**src/rtl/cpu_exec_core.sv**
```systemverilog
// cpu_exec_core: execute/memory stage with opcode decode, 32-bit ALU, data memory and writeback mux
module cpu_exec_core #(
   parameter int MEM_WORDS = 64
) (
   input  logic        click,
   input  logic        reset,
   input  logic [5:0]  opcode,
   input  logic [31:0] readData1,
   input  logic [31:0] readData2,
   input  logic [31:0] immediate_32,
   output logic        ALUSrcB,
   output logic        ALUM2Reg,
   output logic        RegWre,
   output logic        InsMemRW,
   output logic        DataMemRW,
   output logic        ExtSel,
   output logic        PCSrc,
   output logic        RegOut,
   output logic        PCWre,
   output logic [2:0]  ALUFlag,
   output logic        zero,
   output logic [31:0] result,
   output logic [31:0] DataOut,
   output logic [31:0] write_data
);
   localparam int AW = $clog2(MEM_WORDS);
   logic [31:0]   mem [MEM_WORDS];
   logic [31:0]   alu_b;
   logic [AW-1:0] addr;
   logic          branch;
   logic          unused_bits;
   // control decode; ALUFlag depends only on opcode so PCSrc has no loop through zero
   always_comb begin
      ALUSrcB   = 1'b0;
      ALUM2Reg  = 1'b0;
      RegWre    = 1'b0;
      InsMemRW  = 1'b1;
      DataMemRW = 1'b0;
      ExtSel    = 1'b0;
      RegOut    = 1'b0;
      PCWre     = 1'b1;
      ALUFlag   = 3'b000;
      branch    = 1'b0;
      case (opcode)
         6'b000000, 6'b100000: begin RegWre = 1'b1; RegOut = 1'b1; end
         6'b000001: begin RegWre = 1'b1; ALUSrcB = 1'b1; ExtSel = 1'b1; end
         6'b000010: begin RegWre = 1'b1; RegOut = 1'b1; ALUFlag = 3'b001; end
         6'b010000: begin RegWre = 1'b1; ALUSrcB = 1'b1; ALUFlag = 3'b011; end
         6'b010001: begin RegWre = 1'b1; RegOut = 1'b1; ALUFlag = 3'b100; end
         6'b010010: begin RegWre = 1'b1; RegOut = 1'b1; ALUFlag = 3'b011; end
         6'b100110: begin ALUSrcB = 1'b1; ExtSel = 1'b1; DataMemRW = 1'b1; end
         6'b100111: begin RegWre = 1'b1; ALUSrcB = 1'b1; ExtSel = 1'b1; ALUM2Reg = 1'b1; end
         6'b110000: begin ExtSel = 1'b1; ALUFlag = 3'b001; branch = 1'b1; end
         6'b111111: PCWre = 1'b0;
         default: ;
      endcase
   end
   assign alu_b = ALUSrcB ? immediate_32 : readData2;
   // ALU; carries and overflow wrap silently
   always_comb begin
      case (ALUFlag)
         3'b000: result = readData1 + alu_b;
         3'b001: result = readData1 - alu_b;
         3'b010: result = alu_b - readData1;
         3'b011: result = readData1 | alu_b;
         3'b100: result = readData1 & alu_b;
         3'b101: result = ~readData1 & alu_b;
         3'b110: result = readData1 ^ alu_b;
         default: result = ~(readData1 ^ alu_b);
      endcase
   end
   assign zero        = (result == 32'h0);
   assign PCSrc       = branch & zero;
   assign addr        = result[AW+1:2];
   assign unused_bits = ^{result[31:AW+2], result[1:0]};
   assign DataOut     = mem[addr];
   assign write_data  = ALUM2Reg ? DataOut : result;
   // word-wide store; reset clears every word and suppresses a coincident store
   always_ff @(posedge click or posedge reset) begin
      if (reset) begin
         for (int i = 0; i < MEM_WORDS; i++) mem[i] <= '0;
      end else if (DataMemRW) begin
         mem[addr] <= readData2;
      end
   end
endmodule

```
**config.mk**
```make
export PLATFORM = sky130hd
export DESIGN_NAME = cpu_exec_core
export DESIGN_NICKNAME = d
export VERILOG_FILES = /design/src/rtl/cpu_exec_core.sv
export SDC_FILE = /design/constraint.sdc
export NUM_CORES = 2
export LEC_CHECK = 0
export ABC_AREA = 0
export CORE_MARGIN = 5
export CORE_UTILIZATION = 55
export DETAILED_ROUTE_END_ITERATION = 6
export PLACE_DENSITY = 0.78
export SLEW_MARGIN = 20
export SYNTH_ARGS = -nofsm -noshare
export SYNTH_HDL_FRONTEND = slang
export SYNTH_SLANG_ARGS = --single-unit
```
**constraint.sdc**
```tcl
create_clock -name click -period 95.2 [get_ports click]
set_input_delay 14.28 -clock click [delete_from_list [all_inputs] [get_ports click]]
set_output_delay 14.28 -clock click [all_outputs]
set_load 0.02 [all_outputs]
```
==> impl_metrics.sql <==
INSERT INTO impl_metrics (metric_group, metric, value, unit) VALUES
('status', 'status', 'finished, final reports clean', ''),
('timing', 'maxClockFrequency', '26.19', 'MHz'),
('drt', 'route.final.wire_length', '326.1', 'mm'),
('floorplanning', 'top_level_ports', '213', ''),
('worst_setup_path', 'slowest_stage', 'sky130_fd_sc_hd__buf_4', ''),
('worst_setup_path', 'crit_path_max_incr_delay', '0.86', 'ns'),
('power_and_ir_drop', 'vdd.ir_drop.worst', '0.01782', 'mV'),
('clock_tree', 'clkSinkCount', '2048', ''),
('drt', 'average_detailed_routed_wire_length_per_instance', '30.19', 'µm'),
('floorplanning', 'chipWidth', '436.6', 'µm'),
('floorplanning', 'die_area', '190600', 'µm²'),
('power_and_ir_drop', 'power.leakage', '53.00', 'nW'),
('final_layout', 'layout.nets', '8468', ''),
('power_and_ir_drop', 'power_per_unit_of_standard_cell_area', '19.97', 'nW/µm²'),
('clock_tree', 'clk_tree_root_cell', 'sky130_fd_sc_hd__clkbuf_16', ''),
('logic_synthesis', 'synth.yosys.seq_area_share', '51.20', '%'),
('timing', 'maxSlewViolCount', '0', ''),
('worst_setup_path', 'worst_setup_path_end_kind', 'output port', ''),
('final_layout', 'layout_top_registers', 'mem (2048)', ''),
('logic_synthesis', 'synthesis.area', '100100', 'µm²'),
('final_layout', 'drive_above_1_share', '31.69', '%'),
('final_layout', 'max_flop_register', 'mem', ''),
('timing', 'finalCriticalPeriod', '38.18', 'ns'),
('worst_setup_path', 'setup.worst_path.class', 'input port to output port', ''),
('logic_synthesis', 'synthFlopType', 'sky130_fd_sc_hd__dfrtp_1', ''),
('clock_tree', 'cts_post_setup_buffers_inserted', '0', ''),
('global_routing', 'initial_antenna_violation_count', '16', ''),
('worst_setup_path', 'path_cells', 'clkdlybuf4s50_1, or4_1, o22ai_4, buf_4, mux2i_1, inv_1, ha_1, fa_1, xor2_1, a21oi_1, o221a_4, buf_4, buf_4, buf_4, buf_4, mux2i_1, o22ai_1, o21ai_0, nand4_1, or4_1, mux2_2, clkdlybuf4s50_1', ''),
('timing', 'worst_pin_slew', '1.211', 'ns'),
('worst_setup_path', 'critical-path-top-delay-family', 'buffers and inverters', ''),
('logic_synthesis', 'synth-edff-count', '0', ''),
('clock_tree', 'cts_hold_bufs', '0', ''),
('logic_synthesis', 'yosys_register_bits', '2048', ''),
('clock_tree', 'cts.clk_slew.worst_paths', '0.06', 'ns'),
('clock_tree', 'cts_max_level', '4', ''),
('logic_synthesis', 'synth-async-reset-ratio', '100.0', '%'),
('power_and_ir_drop', 'total_switching_power', '0.7102', 'mW'),
('run', 'drv.max_cap_violation_count', '0', ''),
('drt', 'drc_errors', '0', ''),
('final_layout', 'reg_area', '51250', 'µm²'),
('logic_synthesis', 'synth.yosys.warnings', '0', ''),
('timing', 'finalSetupViolations', '0', ''),
('worst_setup_path', 'cp_common_cell', 'sky130_fd_sc_hd__buf_4', ''),
('logic_synthesis', 'unique_masters_post_synth', '79', ''),
('placed_design', 'dpl.hpwl', '188.7', 'mm'),
('global_routing', 'grt_first_pass_wirelength', '481.0', 'mm'),
('power_and_ir_drop', 'share_clk_of_total_power', '36.3', '%'),
('floorplanning', 'floorplan.initialDensity', '55.32', '%'),
('power_and_ir_drop', 'switching_share', '32.29', '%'),
('power_and_ir_drop', 'comb_power_share', '22.6', '%'),
('placed_design', 'place_congestion', '0.9434', ''),
('drt', 'dr.first_iter.drc_count', '8570', ''),
('worst_setup_path', 'worst-endpoint-required', '80.92', 'ns'),
('drt', 'antenna_left', '0', ''),
('timing', 'hold_viol', '0', ''),
('floorplanning', 'die_y', '436.6', 'µm'),
('drt', 'drtPass1Iterations', '6', ''),
('worst_setup_path', 'cp.arrival', '23.90', 'ns'),
('clock_tree', 'number_of_buffers_created_by_cts', '199', ''),
('clock_tree', 'clkLatencyLatePin', '0.86', 'ns'),
('power_and_ir_drop', 'cell_internal_pwr', '1.489', 'mW'),
('logic_synthesis', 'syn_inst', '8452', ''),
('clock_tree', 'tritoncts', 'yes', ''),
('drt', 'post_drt_via_cell_ratio', '6.691', ''),
('final_layout', 'multi_input_combinational_cell_area', '45430', 'µm²'),
('logic_synthesis', 'postSynthAreaPerCell', '11.84', 'µm²'),
('timing', 'tns', '0', 'ns'),
('drt', 'total_via_count_in_the_routed_design', '72280', ''),
('global_routing', 'largest_net_degree_at_the_start_of_global_routing', '179', ''),
('global_routing', 'grt_util_all_layers', '33.47', '%'),
('timing', 'timing.slew.headroom', '19.28', '%');
## path summary, 6_finish.rpt
check / from / slack [ns] / cells after the start / endpoint
worst max-delay path: opcode[3] / 57.02 / 22 / write_data[0]
worst min-delay path: mem[291] / 0.49 / 1 / mem[291]
worst max register to register: mem[292] / 94.39 / 1 / mem[292]
worst min register to register: mem[291] / 0.49 / 1 / mem[291]
max in group asynchronous: reset / 76.43 / 7 / mem[1525]
min in group asynchronous: reset / 14.02 / 2 / mem[362]
## layout make-up
type                       instances  share of cell area (%)
sequential                      2048                   46.53
multi-input combinational       5525                   41.24
clock buffer                     312                   5.461
timing repair buffer             374                   3.056
tap                             2370                   2.692
clock inverter                    54                  0.6123
inverter                         109                  0.3873
antenna                           10                 0.02272
## Yosys cell counts, drive strengths merged (114+ instances only)
cell type  instances  area (µm²)
nand3            289        1446
nor2             126       485.5
mux2            2071       23320
nand4            160        1001
dfrtp           2048       51250
a32oi            198        1734
mux2i            556        5565
nand2           1140        4279
clkbuf           354        1329
o21ai            128       640.6
buf              416        2108
a21oi            114       570.6
o22ai            188        1182
## stage by stage
stage                     hold slack [ns]  power (mW)  std cells  setup slack [ns]  util, %
final                              0.4913       2.200      10800             57.02    60.88
after global routing               0.5103       2.256      10790             56.72    60.86
after CTS                          0.4953       2.189      10790             57.21    60.82
after detailed placement           0.4808       1.398      10420             57.26    57.12
after global placement             0.4727       1.393      10420             57.31    57.11
after floorplan                    0.4635       1.218       8452             23.07        -
## cell families (layout without fill, tap and decap cells)
| group | Yosys count | after routing | synth area share, % |
|---|---|---|---|
| other | 1 | 11 | 0.003746 |
| AOI/OAI and AO/OA | 805 | 805 | 5.489 |
| buffers and inverters | 879 | 849 | 3.845 |
| adders and majority gates | 107 | 107 | 1.352 |
| and+or+nand+nor | 1912 | 1912 | 8.615 |
| xor gates and xnor gates | 73 | 73 | 0.6387 |
| DFF | 2048 | 2048 | 51.20 |
| muxes | 2627 | 2627 | 28.86 |
## per-layer routing
layer	track usage (%)	wire, µm
met4	17.73	19930
met2	50.81	144000
met3	9.533	37070
met5	0.2016	113
met1	43.79	125000
## power by group through the flow
stage          sequential [mW]  combinational (mW)  clock, mW
6_report                 0.904               0.497      0.799
5_1_grt                  0.905               0.512      0.839
4_1_cts                  0.903               0.482      0.804
3_5_place_dp             0.919               0.479          0
3_3_place_gp             0.917               0.476          0
2_1_floorplan            0.920               0.298          0
## layout by cell type (no fill, tap or decap), drive strengths merged, types with 11 or more instances in the layout
cell type,n
nor3,36
a21o,15
o21ai,128
nand2,1140
dfrtp,2048
and3,25
mux2i,556
clkinv,39
a32oi,198
o22ai,188
a31oi,43
nor4,30
clkbuf,312
a211oi,14
nand4,160
ha,105
xnor2,61
a21oi,114
o31ai,17
nor2,126
inv,114
nand2b,15
and4,39
o211ai,11
mux2,2071
nand3,289
xor2,12
clkdlybuf4s50,179
buf,195
Power figures use the tool's default switching activity.
